[config.mk]
export PLATFORM = sky130hd
export DESIGN_NAME = ysyx_25040101_imm_stage
export DESIGN_NICKNAME = d
export VERILOG_FILES = /design/src/rtl/ysyx_25040101_imm_pkg.sv /design/src/rtl/ysyx_25040101_imm_decode.sv /design/src/rtl/ysyx_25040101_imm_stage.sv
export SDC_FILE = /design/constraint.sdc
export NUM_CORES = 1
export LEC_CHECK = 0
export CAP_MARGIN = 10
export CORE_MARGIN = 2
export CORE_UTILIZATION = 45
export CTS_CLUSTER_SIZE = 24
export DETAILED_ROUTE_END_ITERATION = 8
export HOLD_SLACK_MARGIN = 0.02
export PLACE_DENSITY = 0.8
export SYNTH_ARGS = -nofsm -noshare
export SYNTH_HDL_FRONTEND = slang
export SYNTH_SLANG_ARGS = --single-unit
[constraint.sdc]
create_clock -name clk_i -period 3.3 [get_ports clk_i]
set_input_delay 0.66 -clock clk_i [delete_from_list [all_inputs] [get_ports clk_i]]
set_output_delay 0.66 -clock clk_i [all_outputs]
set_load 0.01 [all_outputs]
[src/rtl/ysyx_25040101_imm_pkg.sv]
// Shared types and constants for the immediate-generation stage.
// This file holds the immediate format codes and the XLEN-dependent shift-amount width.
package ysyx_25040101_imm_pkg;

    localparam int IMM_TYPE_W = 3;
    localparam int INST_W     = 32;

    typedef enum logic [IMM_TYPE_W-1:0] {
        IMM_NONE  = 3'd0,
        IMM_I     = 3'd1,
        IMM_S     = 3'd2,
        IMM_B     = 3'd3,
        IMM_U     = 3'd4,
        IMM_J     = 3'd5,
        IMM_SHAMT = 3'd6,
        IMM_ZIMM  = 3'd7
    } imm_type_e;

    // RV64 shifts use a 6-bit shamt; RV32 uses 5 bits.
    function automatic int shamt_w(input int xlen);
        return (xlen == 64) ? 6 : 5;
    endfunction

endpackage

[src/rtl/ysyx_25040101_imm_decode.sv]
// Combinational immediate extraction: instruction word and format code to an XLEN immediate.
// It sign-extends the RISC-V immediate formats and zero-extends the shamt and CSR zimm fields.
module ysyx_25040101_imm_decode
    import ysyx_25040101_imm_pkg::*;
#(
    parameter int XLEN = 32
) (
    input  logic [INST_W-1:0]     inst_i,
    input  logic [IMM_TYPE_W-1:0] imm_type_i,
    output logic [XLEN-1:0]       imm_o
);

    localparam int SHAMT_W = shamt_w(XLEN);

    if (!(XLEN == 32 || XLEN == 64)) begin : g_bad_xlen
        $error("ysyx_25040101_imm_decode: XLEN must be 32 or 64");
    end

    logic signed [11:0] imm_i_p0;
    logic signed [11:0] imm_s_p0;
    logic signed [12:0] imm_b_p0;
    logic signed [31:0] imm_u_p0;
    logic signed [20:0] imm_j_p0;
    logic               unused_opcode;

    assign imm_i_p0 = inst_i[31:20];
    assign imm_s_p0 = {inst_i[31:25], inst_i[11:7]};
    assign imm_b_p0 = {inst_i[31], inst_i[7], inst_i[30:25], inst_i[11:8], 1'b0};
    assign imm_u_p0 = {inst_i[31:12], 12'b0};
    assign imm_j_p0 = {inst_i[31], inst_i[19:12], inst_i[20], inst_i[30:21], 1'b0};

    // Opcode bits carry no immediate information.
    assign unused_opcode = ^inst_i[6:0];

    always_comb begin
        imm_o = '0;
        case (imm_type_e'(imm_type_i))
            IMM_NONE:  imm_o = '0;
            IMM_I:     imm_o = XLEN'(imm_i_p0);
            IMM_S:     imm_o = XLEN'(imm_s_p0);
            IMM_B:     imm_o = XLEN'(imm_b_p0);
            IMM_U:     imm_o = XLEN'(imm_u_p0);
            IMM_J:     imm_o = XLEN'(imm_j_p0);
            IMM_SHAMT: imm_o = XLEN'(inst_i[20 +: SHAMT_W]);
            IMM_ZIMM:  imm_o = XLEN'(inst_i[19:15]);
            default:   imm_o = '0;
        endcase
    end

endmodule

[src/rtl/ysyx_25040101_imm_stage.sv]
// Registered immediate-generation stage: the decoder feeds a two-entry output/skid buffer
// behind valid/ready, so in_ready_o never depends combinationally on out_ready_i.
module ysyx_25040101_imm_stage
    import ysyx_25040101_imm_pkg::*;
#(
    parameter int XLEN  = 32,
    parameter int TAG_W = 8
) (
    input  logic                  clk_i,
    input  logic                  rst_n_i,
    input  logic                  flush_i,
    input  logic                  in_valid_i,
    output logic                  in_ready_o,
    input  logic [INST_W-1:0]     inst_i,
    input  logic [IMM_TYPE_W-1:0] imm_type_i,
    input  logic [TAG_W-1:0]      tag_i,
    output logic                  out_valid_o,
    input  logic                  out_ready_i,
    output logic [XLEN-1:0]       imm_o,
    output logic [TAG_W-1:0]      tag_o
);

    logic [XLEN-1:0]  imm_p0;
    logic             out_vld_p1;
    logic             skid_vld_p1;
    logic [XLEN-1:0]  out_imm_p1;
    logic [XLEN-1:0]  skid_imm_p1;
    logic [TAG_W-1:0] out_tag_p1;
    logic [TAG_W-1:0] skid_tag_p1;

    logic accept;
    logic advance;
    logic move_skid;
    logic load_out;
    logic load_skid;

    // ---- p0: decode at accept ----
    ysyx_25040101_imm_decode #(
        .XLEN(XLEN)
    ) u_decode (
        .inst_i     (inst_i),
        .imm_type_i (imm_type_i),
        .imm_o      (imm_p0)
    );

    // OUT can take a new entry when it is empty or drains this cycle; SKID always refills OUT first.
    assign accept    = in_valid_i & in_ready_o & ~flush_i;
    assign advance   = ~out_vld_p1 | (out_vld_p1 & out_ready_i);
    assign move_skid = advance & skid_vld_p1 & ~flush_i;
    assign load_out  = accept & advance & ~skid_vld_p1;
    assign load_skid = accept & ~load_out;

    // ---- p1: output / skid buffer ----
    always_ff @(posedge clk_i) begin
        if (!rst_n_i) begin
            out_vld_p1  <= 1'b0;
            skid_vld_p1 <= 1'b0;
        end else if (flush_i) begin
            out_vld_p1  <= 1'b0;
            skid_vld_p1 <= 1'b0;
        end else begin
            if (advance) begin
                out_vld_p1 <= skid_vld_p1 | accept;
            end
            skid_vld_p1 <= (skid_vld_p1 & ~move_skid) | load_skid;
        end
    end

    always_ff @(posedge clk_i) begin
        if (!rst_n_i) begin
            out_imm_p1 <= '0;
            out_tag_p1 <= '0;
        end else if (move_skid) begin
            out_imm_p1 <= skid_imm_p1;
            out_tag_p1 <= skid_tag_p1;
        end else if (load_out) begin
            out_imm_p1 <= imm_p0;
            out_tag_p1 <= tag_i;
        end
    end

    always_ff @(posedge clk_i) begin
        if (load_skid) begin
            skid_imm_p1 <= imm_p0;
            skid_tag_p1 <= tag_i;
        end
    end

    assign in_ready_o  = ~skid_vld_p1;
    assign out_valid_o = out_vld_p1;
    assign imm_o       = out_imm_p1;
    assign tag_o       = out_tag_p1;

endmodule

* Word level (Yosys, flattened, before mapping)
Index checks and enable logic that the tools add are counted.
** Cells by class
- Eq/ne operators :: 7
- Mux-type cells :: 5
- Reduce and logical (&&, ||, !) cells :: 3
- Bitwise operators :: 18
** Operators by type and width (count)
- $pmux 32 s8 :: 1
- $mux 32 :: 2
- $mux 8 :: 2
- $eq 3x3->1 const B :: 4
- $and 1x1->1 :: 9
- $eq 3x2->1 const B :: 2
- $not 1->1 :: 6
- $eq 3x1->1 const B :: 1
- $logic_not 3->1 :: 1
- $or 1x1->1 :: 3
- $reduce_bool 2->1 :: 1
- $reduce_or 2->1 :: 1
** Storage, ports and cells
- Input bits :: 48
- Bits in registers :: 82
- Output and inout bits :: 42

* Logic depth before layout (Yosys ltp)
- Word-level depth :: 8
- Mapped depth :: 5

* Hierarchy
Synthesis repeated with hierarchy kept, for this count alone.
** Unflattened totals
- Cells, all modules :: 311
- Area total of the unflattened synthesis :: 3677.3 um2
** By module, submodules not included
- ysyx_25040101_imm_stage :: sequential area each 2042.0 um2, area an instance 3188.1 um2, cells each 237, times used 1
- ysyx_25040101_imm_decode :: sequential area each 0.0 um2, area an instance 489.2 um2, cells each 74, times used 1

* Worst setup path after synthesis
OpenSTA, ideal clock, no wires.
- Path kind :: in2reg
- Start point :: input port out_ready_i
- End point :: register skid_imm_p1[0] (enable)
- Setup time :: 0.401 ns
- Stages :: 4
- Path slack :: 0.784 ns
- Required time :: 2.899 ns
- Arrival time :: 2.115 ns
- Cell sequence :: nor2b_1 > buf_2 > buf_2 > and2_1
** Between the ends
- Longest elaborated chain between the ends :: 6
** Ends and longest elaborated chain
- from (decl) :: RTL line ysyx_25040101_imm_stage.sv:18 : input logic out_ready_i,
- $and 1x1->1 :: RTL line ysyx_25040101_imm_stage.sv:48 : assign advance = ~out_vld_p1 | (out_vld_p1 & out_ready_i);
- $or 1x1->1 :: RTL line ysyx_25040101_imm_stage.sv:48
- $and 1x1->1 (2 in series) :: RTL line ysyx_25040101_imm_stage.sv:50 : assign load_out = accept & advance & ~skid_vld_p1;
- $not 1->1 :: RTL line ysyx_25040101_imm_stage.sv:51 : assign load_skid = accept & ~load_out;
- $and 1x1->1 :: RTL line ysyx_25040101_imm_stage.sv:51
- via load_skid :: RTL line ysyx_25040101_imm_stage.sv:35 : logic load_skid;
- to (signal assigned) :: RTL line ysyx_25040101_imm_stage.sv:84 : skid_imm_p1 <= imm_p0;
- to (decl) :: RTL line ysyx_25040101_imm_stage.sv:27 : logic [XLEN-1:0] skid_imm_p1;
The timed path passes the listed nets, and every way through them passes these cells.
A chain may end at the register's enable or synchronous reset.

* Worst setup path after layout
- Start point :: input port out_ready_i
- End point :: register out_tag_p1[3] (netlist: tag_o[3])
** Between the ends
- Longest elaborated chain between the ends :: 5
- Elaborated cells on any way between the ends :: 8
** Ends and longest elaborated chain
- $and 1x1->1 (*) :: RTL line ysyx_25040101_imm_stage.sv:48
- $or 1x1->1 (*) :: RTL line ysyx_25040101_imm_stage.sv:48
- $and 1x1->1, on equally long branches (2 in series) :: RTL line ysyx_25040101_imm_stage.sv:49, ysyx_25040101_imm_stage.sv:50
- $mux 8 / $reduce_bool 2->1 (equally long branches)
- to (signal assigned) :: RTL line ysyx_25040101_imm_stage.sv:75 : out_tag_p1 <= skid_tag_p1;
- to (signal assigned) :: RTL line ysyx_25040101_imm_stage.sv:78 : out_tag_p1 <= tag_i;
- to (decl) :: RTL line ysyx_25040101_imm_stage.sv:28 : logic [TAG_W-1:0] out_tag_p1;
Mark *: on every way between the ends. The rest lies on a longest branch, timed or not.

==> impl_metrics.json <==
{
  "p_total_mw": 2.20,
  "setup_ws_ns": 1.08,
  "p_int_mw": 1.67,
  "power_density_nw_per_um2": 453,
  "grt_max_degree": 33,
  "clk_latency_ns": 0.35,
  "finalSetupViolCount": 0,
  "final_cells": 522,
  "hold_end": "imm_o[25]",
  "vias_per_cell": 5.76,
  "drc": 0,
  "syn_inst": 344,
  "arrival_ns": 2.51,
  "synth_edf_count": 40,
  "postCtsHoldBufs": 0,
  "status": "finished clean",
  "dieArea_um2": 9150,
  "dp_hpwl_mm": 6.18,
  "io_pins": 90,
  "rsz0062_at_grt": "no",
  "drt-initial-drc-count": 156,
  "r2r_cells": 4,
  "wl_mm": 9.01,
  "initial_utilization_pct": 46.3,
  "post_cts_buffers": 0,
  "final_util_pct": 59.5,
  "fillers": 669,
  "final_hold_viol_count": 0,
  "switchingPower_uw": 528,
  "yosysSeqAreaShare_pct": 54.0,
  "power_frac_comb_pct": 13.2,
  "endpoint_kind": "register",
  "fin_area_um2": 4860,
  "area_growth_syn_to_layout_pct": 28.6,
  "fin_crit_sh_pct": 67.1,
  "hold_start": "skid_imm_p1[25]",
  "fmax_mhz": 451,
  "fin_nets": 460,
  "num_rows": 33,
  "worst_slew_pin_slew_ns": 0.976,
  "async_flop_share_pct": 0,
  "cts_resized": 0,
  "via_count": 3006,
  "worstSetupPathType": "in2reg",
  "wl_per_cell_um": 17.3,
  "track_usage_pct": 20.3,
  "relSlewSlack_pct": 34.7,
  "synthFlopType": "dfxtp_1",
  "antenna_cells": 0,
  "antenna_found_initial": 0,
  "fin_skew_ns": 0.00468,
  "r2r_end": "tag_o[3]",
  "dp_worst_setup_slack_ns": 0.682,
  "cts_made_buffers": 9,
  "rrSetupSlack_ns": 1.48,
  "place.gp.congestion": 0.789,
  "tns_ns": 0,
  "drive_above_1_share_pct": 11.3,
  "netlist_area_um2": 3780,
  "required_ns": 3.60,
  "hold_depth": 2,
  "holdCritPathClass": "reg2reg",
  "fin_crit_ns": 2.22,
  "dp.cells": 506,
  "fp.dieH_um": 95.7,
  "yosysUniqueCellTypes": 41,
  "io_buffers": 82,
  "clkSinkCount": 82,
  "die_w_um": 95.7,
  "swShare_pct": 24.0,
  "grt-ovfl-total": 0,
  "cts_max_level": 3,
  "path_clk_slew_ns": 0.08,
  "grt_pass1_vias": 2888,
  "path_max_fanout": 15,
  "cts-root-buf": "clkbuf_8",
  "slew_violations": 0,
  "syn_area_per_cell_um2": 11.0,
  "p_leak_nw": 1.76,
  "r2r-start": "out_valid_o",
  "firstDrtPassIters": 4,
  "drt.antenna.violating_nets": 0,
  "holdWs_ns": 0.492,
  "grt_first_pass_wirelength_mm": 14.2,
  "startpoint_type": "primary input",
  "place_area_um2": 4640,
  "pwr-share-clk_pct": 36.2,
  "core_um2": 8180,
  "maxCapViolCount": 0,
  "clockBufferDepth": 2,
  "synthesis.nets": 392,
  "vdd_drop_max_v": 0.000250,
  "ys_warn_count": 0,
  "cts_tree": "built",
  "p_seq_share_pct": 50.5,
  "postSynthRegisterBits": 82
}
## cells in the mapped netlist, types with 5 or more instances
master,number,area share [%]
inv_1,55,5.5
dfxtp_1,42,22
edfxtp_1,40,32
nand4_1,31,5.1
o221ai_1,27,6.3
buf_2,19,2.5
o221a_2,13,3.9
o31a_1,13,3.0
clkbuf_1,9,0.89
nor2b_1,9,1.5
nand3b_1,8,1.6
nor3_1,8,1.1
nand2_1,7,0.70
nand2b_1,5,0.83
nand4b_1,5,1.2
## layout by cell type (no fill, tap or decap), types with 2 or more instances in the layout
master | synthesis | routed
bufinv_16 | 0 | 2
nand3_1 | 2 | 2
nor3_1 | 8 | 8
clkinvlp_4 | 0 | 3
and4bb_2 | 3 | 3
nand4b_1 | 5 | 5
clkbuf_8 | 0 | 9
nand2b_1 | 5 | 5
inv_1 | 55 | 55
nor2b_1 | 9 | 8
edfxtp_1 | 40 | 40
nand3b_1 | 8 | 8
and4_1 | 4 | 4
mux2i_1 | 2 | 2
o221ai_1 | 27 | 27
and3_1 | 4 | 4
a2bb2oi_1 | 4 | 4
buf_4 | 2 | 8
o221a_2 | 13 | 13
nand4_1 | 31 | 31
o31a_1 | 13 | 13
nor2_1 | 2 | 2
clkdlybuf4s50_1 | 0 | 82
and3b_1 | 2 | 2
a22oi_1 | 4 | 4
a211oi_1 | 4 | 4
dfxtp_1 | 42 | 42
nand2_1 | 7 | 7
nor4bb_1 | 4 | 4
## critical path: stages
cell	delay [ns]
clkdlybuf4s50_1	0.50
nor2b_1	0.07
buf_4	0.19
nor2_1	0.77
o221a_2	0.32
## state kept, by name, summed over array words and instances, names as in the netlist
name and count:
skid_imm_p1 32, skid_tag_p1 8, imm_o 32, out_valid_o 1
tag_o 8, skid_vld_p1 1
## power by group through the flow
| stage | combinational (mW) | clock [mW] | sequential [mW] |
|---|---|---|---|
| 2_1_floorplan | 0.142 | 0 | 1.15 |
| 3_3_place_gp | 0.283 | 0 | 1.13 |
| 3_5_place_dp | 0.291 | 0 | 1.14 |
| 4_1_cts | 0.292 | 0.811 | 1.11 |
| 5_1_grt | 0.316 | 0.852 | 1.12 |
| 6_report | 0.292 | 0.798 | 1.11 |
## cell families (layout without fill, tap and decap cells)
logic type             count (synthesis)  in the layout  share of synthesized area [%]
buffers and inverters                 89            162                           10.1
AND/OR/NAND/NOR                      100            100                           18.0
AO/OA/AOI/OAI                         71             71                           17.4
flip-flops                            82             82                           54.0
multiplexers                           2              2                          0.529
## worst max path at each step
| stage | start | to | slack [ns] | cells after the start |
|---|---|---|---|---|
| global placement | rst_n_i | imm_o[19] | 0.78 | 3 |
| finish | out_ready_i | tag_o[3] | 1.08 | 5 |
| global route | imm_type_i[2] | imm_o[12] | 0.89 | 5 |
| detailed placement | rst_n_i | imm_o[3] | 0.68 | 3 |
| floorplan | out_ready_i | skid_imm_p1[0] | 0.78 | 4 |
| CTS | rst_n_i | imm_o[3] | 1.08 | 3 |
## cell type report
class / instances / area [um2] / area share (%)
Inverter: 55 / 206 / 4.25
Tap cell: 105 / 131 / 2.70
Sequential cell: 82 / 2040 / 42.0
Clock inverter: 6 / 91.3 / 1.88
Multi-Input combinational cell: 173 / 1360 / 28.0
Timing Repair Buffer: 91 / 901 / 18.5
Clock buffer: 10 / 128 / 2.62
## metal layers
layer  global-route usage (%)  share of wire (%)  vias up
li1                         -                  -     1440
met1                     27.1                 45     1451
met2                     31.9                 46      100
met3                     4.35                6.8       15
met4                     8.81                2.1        0
met5                        0                  0        -
(Power assumes the default switching activity.)
